$ cat src/rtl/carp_bus_pkg.sv
// Shared CARP bus types and default widths.
// Imported by the demux top level and its per-port slot buffer.
package carp_bus_pkg;

  localparam int DEF_DATA_W = 32;
  localparam int DEF_CNT_W  = 16;

  typedef enum logic {
    PORT0 = 1'b0,
    PORT1 = 1'b1
  } port_e;

  typedef enum logic [1:0] {
    EMPTY = 2'd0,
    ONE   = 2'd1,
    FULL  = 2'd2
  } fill_e;

  function automatic logic [1:0] port_onehot(input port_e p);
    port_onehot = (p == PORT1) ? 2'b10 : 2'b01;
  endfunction

endpackage

$ cat src/rtl/demux_slot_buf.sv
// Two-entry in-order FIFO holding beats for one demux output port.
// The head entry always sits in e0 so the output data is a plain register.
module demux_slot_buf
  import carp_bus_pkg::*;
#(
  parameter int WIDTH = DEF_DATA_W
) (
  input  logic             clk,
  input  logic             rst_n,
  input  logic             push,
  input  logic [WIDTH-1:0] push_data,
  input  logic             pop,
  output logic             full,
  output logic             valid,
  output logic [WIDTH-1:0] head
);

  fill_e            state_q;
  fill_e            state_d;
  logic [WIDTH-1:0] e0_q;
  logic [WIDTH-1:0] e0_d;
  logic [WIDTH-1:0] e1_q;
  logic [WIDTH-1:0] e1_d;
  logic             do_push;
  logic             do_pop;

  assign full    = (state_q == FULL);
  assign valid   = (state_q != EMPTY);
  assign head    = e0_q;
  assign do_push = push && !full;
  assign do_pop  = pop && valid;

  always_comb begin
    state_d = state_q;
    e0_d    = e0_q;
    e1_d    = e1_q;
    case (state_q)
      EMPTY: begin
        if (do_push) begin
          state_d = ONE;
          e0_d    = push_data;
        end
      end
      ONE: begin
        if (do_push && do_pop) begin
          e0_d = push_data;
        end else if (do_push) begin
          state_d = FULL;
          e1_d    = push_data;
        end else if (do_pop) begin
          state_d = EMPTY;
        end
      end
      FULL: begin
        // second entry shifts forward to become the head
        if (do_pop) begin
          state_d = ONE;
          e0_d    = e1_q;
        end
      end
      default: state_d = EMPTY;
    endcase
  end

  always_ff @(posedge clk or negedge rst_n) begin
    if (!rst_n) begin
      state_q <= EMPTY;
      e0_q    <= '0;
      e1_q    <= '0;
    end else begin
      state_q <= state_d;
      e0_q    <= e0_d;
      e1_q    <= e1_d;
    end
  end

endmodule

$ cat src/rtl/stream_demux_1t2.sv
// Registered 1-to-2 stream demux with a private 2-deep buffer per port.
// Also counts beats delivered on each output port.
module stream_demux_1t2
  import carp_bus_pkg::*;
#(
  parameter int WIDTH = DEF_DATA_W,
  parameter int CNT_W = DEF_CNT_W
) (
  input  logic             clk,
  input  logic             rst_n,
  input  logic             in_valid,
  input  logic             in_sel,
  input  logic [WIDTH-1:0] in_data,
  output logic             in_ready,
  output logic             out0_valid,
  output logic [WIDTH-1:0] out0_data,
  input  logic             out0_ready,
  output logic             out1_valid,
  output logic [WIDTH-1:0] out1_data,
  input  logic             out1_ready,
  input  logic             clr_cnt,
  output logic [CNT_W-1:0] cnt0,
  output logic [CNT_W-1:0] cnt1
);

  logic [1:0] sel_oh;
  logic [1:0] push;
  logic       full0;
  logic       full1;
  logic       pop0;
  logic       pop1;
  logic       accept;

  assign sel_oh = port_onehot(port_e'(in_sel));
  // ready depends only on the selected buffer, never on the sinks
  assign in_ready = (port_e'(in_sel) == PORT1) ? !full1 : !full0;
  assign accept   = in_valid && in_ready;
  assign push     = accept ? sel_oh : 2'b00;
  assign pop0     = out0_valid && out0_ready;
  assign pop1     = out1_valid && out1_ready;

  demux_slot_buf #(
    .WIDTH (WIDTH)
  ) u_buf0 (
    .clk       (clk),
    .rst_n     (rst_n),
    .push      (push[0]),
    .push_data (in_data),
    .pop       (pop0),
    .full      (full0),
    .valid     (out0_valid),
    .head      (out0_data)
  );

  demux_slot_buf #(
    .WIDTH (WIDTH)
  ) u_buf1 (
    .clk       (clk),
    .rst_n     (rst_n),
    .push      (push[1]),
    .push_data (in_data),
    .pop       (pop1),
    .full      (full1),
    .valid     (out1_valid),
    .head      (out1_data)
  );

  always_ff @(posedge clk or negedge rst_n) begin
    if (!rst_n) begin
      cnt0 <= '0;
      cnt1 <= '0;
    end else if (clr_cnt) begin
      cnt0 <= '0;
      cnt1 <= '0;
    end else begin
      if (pop0) cnt0 <= cnt0 + CNT_W'(1);
      if (pop1) cnt1 <= cnt1 + CNT_W'(1);
    end
  end

endmodule
$ cat config.mk
export PLATFORM = sky130hd
export DESIGN_NAME = stream_demux_1t2
export DESIGN_NICKNAME = d
export VERILOG_FILES = /design/src/rtl/carp_bus_pkg.sv /design/src/rtl/demux_slot_buf.sv /design/src/rtl/stream_demux_1t2.sv
export SDC_FILE = /design/constraint.sdc
export NUM_CORES = 1
export LEC_CHECK = 0
export CAP_MARGIN = 20
export CORE_AREA = 2 2 137 139
export CTS_CLUSTER_DIAMETER = 80
export DETAILED_ROUTE_END_ITERATION = 10
export DIE_AREA = 0 0 139 141
export PLACE_DENSITY = 0.63
export SKIP_CTS_REPAIR_TIMING = 1
export SLEW_MARGIN = 20
export SYNTH_ARGS = -nofsm -noshare
export SYNTH_HDL_FRONTEND = slang
export SYNTH_SLANG_ARGS = --single-unit
$ cat constraint.sdc
create_clock -name clk -period 1.8 [get_ports clk]
set_input_delay 0.36 -clock clk [delete_from_list [all_inputs] [get_ports clk]]
set_output_delay 0.36 -clock clk [all_outputs]
set_load 0.01 [all_outputs]
# ---- Yosys cells after proc, flatten, opt, wreduce, memory -nomap -nowiden
# Cells that the tools add are included.
dict set report classes {
  mul 0
  addsub 2
  n_shift 0
  n_mux 27
  bitwise_logic 2
  n_div 0
  eq_ne 14
  n_reduce_logical 25
  magnitude_cmp 0
}
# operator count
set op_table {}
lappend op_table {{32-bit two-way mux} 6}
lappend op_table {{32-bit case mux with 3 select lines} 2}
lappend op_table {{16-bit two-way mux} 4}
lappend op_table {{16-bit by 1-bit adder with 16-bit output (second input constant)} 2}
lappend op_table {{2-bit two-way mux} 12}
lappend op_table {{4-bit AND reduction} 4}
lappend op_table {{2-bit case mux with 3 select lines} 2}
lappend op_table {{1-bit logical AND} 9}
lappend op_table {{2-bit by 1-bit != test with 1-bit output (second input constant)} 4}
lappend op_table {{2-bit != test (second input constant)} 4}
lappend op_table {{2-bit nonzero test} 4}
lappend op_table {{3-bit by 1-bit != test with 1-bit output (second input constant)} 2}
lappend op_table {{3-bit AND reduction} 2}
lappend op_table {{3-bit nonzero test} 2}
lappend op_table {{2-bit by 1-bit == test with 1-bit output (second input constant)} 2}
lappend op_table {{2-bit == test (second input constant)} 2}
lappend op_table {{2-bit logical NOT} 2}
lappend op_table {{1-bit logical NOT} 2}
lappend op_table {{1-bit inverter} 2}
lappend op_table {{1-bit two-way mux} 1}
dict set report totals {
  input_bits 39
  ff_bits 164
  romBits 0
  mem_count 0
  elab_cells 78
  latch_bits 0
  out_inout_bits 99
  ram_bits 0
}

# ---- Longest topological paths before layout
dict set report logic_depth {
  word_depth 9
  depth_mapped 6
  mapped_depth_nobuf 5
}

# ---- By module
# Synthesis repeated with hierarchy kept, for this count alone.
dict set report hier_totals {
  cells_unflattened 545
  area_unflattened_um2 8020.2
}
# mod instances cells_each area_each_um2 seq_area_each_um2
set by_module_without_submodules {}
lappend by_module_without_submodules {demux_slot_buf 2 186 3185.6 1651.6}
lappend by_module_without_submodules {stream_demux_1t2 1 173 1649.1 800.8}

# ---- Least setup slack after synthesis
# Ideal clock, no wire load.
dict set report synth_timing {
  path_kind {input -> register}
  from {in out1_ready}
  to {reg u_buf1.e1_q[10]}
  stages 5
  n_path_buf 2
  setup_ps 125
  t_required_ps 1675
  arrival_time_ps 1629
  slack_ps 46
  cell_sequence {clkbuf_8 -> and2b_1 -> nor3b_2 -> buf_2 -> mux2_2}
}
dict set report synth_between {
  elab_chain_len 5
}
# item line_no
set synth_rtl {}
lappend synth_rtl {{from (decl)} stream_demux_1t2.sv:20} ;# input logic out1_ready,
lappend synth_rtl {{1-bit logical AND} stream_demux_1t2.sv:40} ;# assign pop1 = out1_valid && out1_ready;
lappend synth_rtl {{1-bit logical AND} demux_slot_buf.sv:31} ;# assign do_pop = pop && valid;
lappend synth_rtl {{1-bit logical AND} demux_slot_buf.sv:45} ;# if (do_push && do_pop) begin
lappend synth_rtl {{1-bit inverter (no line)} n/a}
lappend synth_rtl {{3-bit AND reduction (no line)} n/a}
lappend synth_rtl {{to (signal assigned)} demux_slot_buf.sv:69} ;# e1_q <= '0;
lappend synth_rtl {{to (signal assigned)} demux_slot_buf.sv:73} ;# e1_q <= e1_d;
lappend synth_rtl {{to (decl)} demux_slot_buf.sv:22} ;# logic [WIDTH-1:0] e1_q;
# Every way passes these cells.
# A chain may end at the register's enable or synchronous reset.

# ---- Final worst setup path
dict set report layout_timing {
  from {reg u_buf1.state_q[0]}
  to {reg u_buf1.e1_q[6]}
}
dict set report layout_between {
  elab_chain_len 9
  word_cells_on_any_way 13
  cone_classes {eq/ne (2); mux (2); bitwise (1); reduce/logical (8)}
}
# item line_no
set layout_rtl {}
lappend layout_rtl {{from (decl)} demux_slot_buf.sv:18} ;# fill_e state_q;
lappend layout_rtl {{from (signal assigned)} demux_slot_buf.sv:71} ;# state_q <= state_d;
lappend layout_rtl {{2-bit == test} demux_slot_buf.sv:27} ;# assign full = (state_q == FULL);
lappend layout_rtl {{1-bit logical NOT} {demux_slot_buf.sv:30, stream_demux_1t2.sv:36}}
lappend layout_rtl {{1-bit two-way mux} stream_demux_1t2.sv:36} ;# assign in_ready = (port_e'(in_sel) == PORT1) ? !full1 : !full0;
lappend layout_rtl {{1-bit logical AND} stream_demux_1t2.sv:37} ;# assign accept = in_valid && in_ready;
lappend layout_rtl {{2-bit two-way mux} stream_demux_1t2.sv:38} ;# assign push = accept ? sel_oh : 2'b00;
lappend layout_rtl {{1-bit logical AND} demux_slot_buf.sv:30} ;# assign do_push = push && !full;
lappend layout_rtl {{1-bit logical AND} demux_slot_buf.sv:45}
lappend layout_rtl {{1-bit inverter (no line)} n/a}
lappend layout_rtl {{3-bit AND reduction (no line) *} n/a}
# Mark *: on every way between the ends. The rest lies on a longest branch, timed or not.

==> reports/qor.txt <==
status: complete, no violations
clk sinks: 164
DIE WIDTH: 139 microns
most common cell after layout, fill and taps aside: dfrtp_1
slowest cell on the critical path: dfrtp_2
Fmax: 0.565 GHz
row cnt: 50
Clock Latency Late Sink: 420 ps
RSZ-0062 raised after global routing: true
Area after DPL: 9100 sq um
Reg area: 4110 sq um
Final GP Congestion: 0.779
XOR/XNOR share of the synthesized area: 2.56%
num ports: 138
worst path cell trace: buf_6 -> and2b_2 -> nor3b_4 -> buf_12 -> clkbuf_16 -> mux2_2
global route overflow: 0
number of global-route vias before repair: 5397
Multi-input gate area: 2950 sq um
Max-Slew Margin vs Limit: 76.0%
CTS tree: yes
Pleak: 4.37 nW
number of buffers created by CTS: 17
crit-path max cell delay: 380 ps
post-route ant nets: 0
post-synth top area share: 57.2%
power density cells: 1170 nW/um^2
Sw Pwr: 3.07 mW
TritonRoute pass-1 iters: 4
Gate Count Post-Synth: 614
DP Wirelength: 11.1 mm
mux contribution to synthesized area: 19.6%
Seq cells post-synth: 164
syn nets: 655
final worst slack: 30.9 ps
worst path arrival time: 2070 ps
Synth Cell Area: 7180 sq um
design area: 9980 sq um
Max Cap Viol: 0
layout cell share with drive strength beyond 1: 22.0%
Total Neg Setup Slack: 0 ps
clock share of power: 32.6%
ANT cells: 0
Pint: 8.62 mW
Clock Tree Buf Depth: 2
CTS H-Tree Depth: 4
Reg2Reg Capture Point: u_buf1.e1_q[6]$_DFFE_PN0P_
die height: 141 microns
sequential fraction of design power: 44.9%
Yosys cell types: 46
Hold Fails Final Rpt: 0
logic gate share of total power: 22.5%
Design Power: 11.7 mW
initial antenna violation count: 0
Simple-Gate Fraction of Synth Area: 10.5%
Root Driver: clkbuf_16
Crit. End Element: flip-flop
Synth area leaders: dfrtp_1 57%, mux2_2 10%, mux2i_1 9.2%, a21oi_1 3.0%, nor2_1 3.0%
Reg2Reg Depth: 6
DRC viols: 0
Final Cycle Share: 98.3%
Setup Skew: 7.57 ps
Post-Synth Adder-Cell Area: 0.349%
Die Area: 19600 sq um
GRT Total Usage: 17.6%
Compound-Gate Fraction of Synth Area: 7.37%
Worst R2R Setup Slack: 30 ps
Seq/Total Area, Yosys: 57.2%
synth warn: 0
Net Sw Frac: 26.2%
global-route wire length before repair: 27.6 mm
Final setup viols: 0
largest family of logic cells by synthesized area: multiplexers
Placement Setup Slack: -414 ps
Final min period: 1770 ps
via count: 5252
Initial Util: 39.3%
pins over their slew limit: 0
Synth area leader: dfrtp_1
kind of critical path: flip-flop to flip-flop
largest net degree at the start of global routing: 65
asr flop ratio synth: 100%
CP Launch Type: flip-flop
largest fanout on the critical path: 8
Critical R2R Launch: u_buf1.state_q[0]$_DFFE_PN0P_
via-per-instance ratio: 5.07
Final nets: 830
DRT Wirelength: 17.3 mm
fill cell count: 1570
VDD IR-drop max: 0.000636 V
Placeable Area: 18300 sq um
Buffers on Ports: 137
clock-pin slew on the worst setup and hold paths: 60 ps
Top FF cell, synth: dfrtp_1
hold crit path type: input port to asynchronous set/reset pin
initial drt markers: 291
Slew @ Worst Pin: 360 ps
most frequent cells in the layout: 156 x dfrtp_1, 118 x clkdlybuf4s50_1, 66 x mux2i_1, 66 x mux2_2, 57 x nor2_1
count of flip-flops with a built-in enable after synthesis: 0
Avg Cell Area, Syn: 11.7 sq um
Layout area overhead: 39.0%
drt wl/cell: 16.7 microns
CP required: 2100 ps
## layer usage
| metal | global-route usage [%] | part of all wire [%] | up-vias |
|---|---|---|---|
| met5 | 0 | 0 | - |
| met4 | 6.43 | 1.7 | 0 |
| met3 | 3.94 | 3.6 | 23 |
| met2 | 30.7 | 51 | 110 |
| met1 | 21.6 | 44 | 2627 |
| li1 | - | - | 2492 |
## state kept, by name (all words and copies together) (netlist names)
signal and count:
u_buf0.head 32, cnt1 16, u_buf1.state_q 2, u_buf0.state_q 2
u_buf1.e1_q 32, u_buf1.head 32, cnt0 16, u_buf0.e1_q 32
## worst max path at each step
| stage | end | from | cells after the start |
|---|---|---|---|
| floorplan | u_buf1.e1_q[10]$_DFFE_PN0P_ | out1_ready | 5 |
| global placement | u_buf1.e1_q[23]$_DFFE_PN0P_ | out1_ready | 5 |
| detailed placement | u_buf1.e1_q[20]$_DFFE_PN0P_ | out1_ready | 5 |
| CTS | in_ready | u_buf1.state_q[0]$_DFFE_PN0P_ | 3 |
| global route | u_buf1.e1_q[6]$_DFFE_PN0P_ | u_buf1.state_q[0]$_DFFE_PN0P_ | 6 |
| finish | u_buf1.e1_q[6]$_DFFE_PN0P_ | u_buf1.state_q[0]$_DFFE_PN0P_ | 6 |
## final cells by class
class                   count  share of cell area [%]
well taps                 234                    2.93
repair buffers            190                    19.7
clock buffers              23                    5.09
inverters                   6                   0.226
flip-flops and latches    164                    41.2
multi-input cells         410                    29.6
clock inverters             8                    1.22
## worst max-delay path: cells and delay by family, from the launching register on
kind | cells | cell delay, ps
simple gates | 2 | 490
flops | 1 | 380
buf+inv | 3 | 450
mux | 1 | 330
## cell families (layout without fill, tap and decap cells)
family                   Yosys count  in the layout
multiplexers                     132            132
AND/OR/NAND/NOR                  160            160
flip-flops                       164            164
adder cells (fa/ha/maj)            2              2
XOR/XNOR                          21             21
AO/OA/AOI/OAI                     95             95
buffers and inverters             40            227
## stage by stage
step	hold WS (ps)	utilization [%]	std cells
4_1_cts	-171	53.3	1021
6_report	407	54.6	1035
5_1_grt	422	54.6	1035
2_1_floorplan	64.4	-	614
3_5_place_dp	284	49.8	990
3_3_place_gp	282	49.8	990
## cell usage after synthesis (3+ instances only)
library cell and instances:
o21ai_0 38, xor2_1 9, or2_2 3, or4_1 3
nand4_1 5, mux2i_1 66, nand3_1 9, or3_1 5
nor4_1 4, mux2_2 66, nor3_1 4, o31ai_1 3
nor2_1 57, buf_2 13, buf_1 4, nand2_1 50
dfrtp_1 164, a21oi_1 43, inv_1 6, xnor2_1 12
nor2b_1 5, clkbuf_1 15
## power groups by stage
stage | combinational (mW) | sequential (mW) | clock [mW]
floorplan | 1.12 | 5.33 | 0
global placement | 2.51 | 5.27 | 0
detailed placement | 2.58 | 5.31 | 0
CTS | 2.60 | 5.26 | 3.91
global route | 2.86 | 5.36 | 4.09
finish | 2.63 | 5.24 | 3.82
Note: power is estimated with default switching activity, not from simulation.
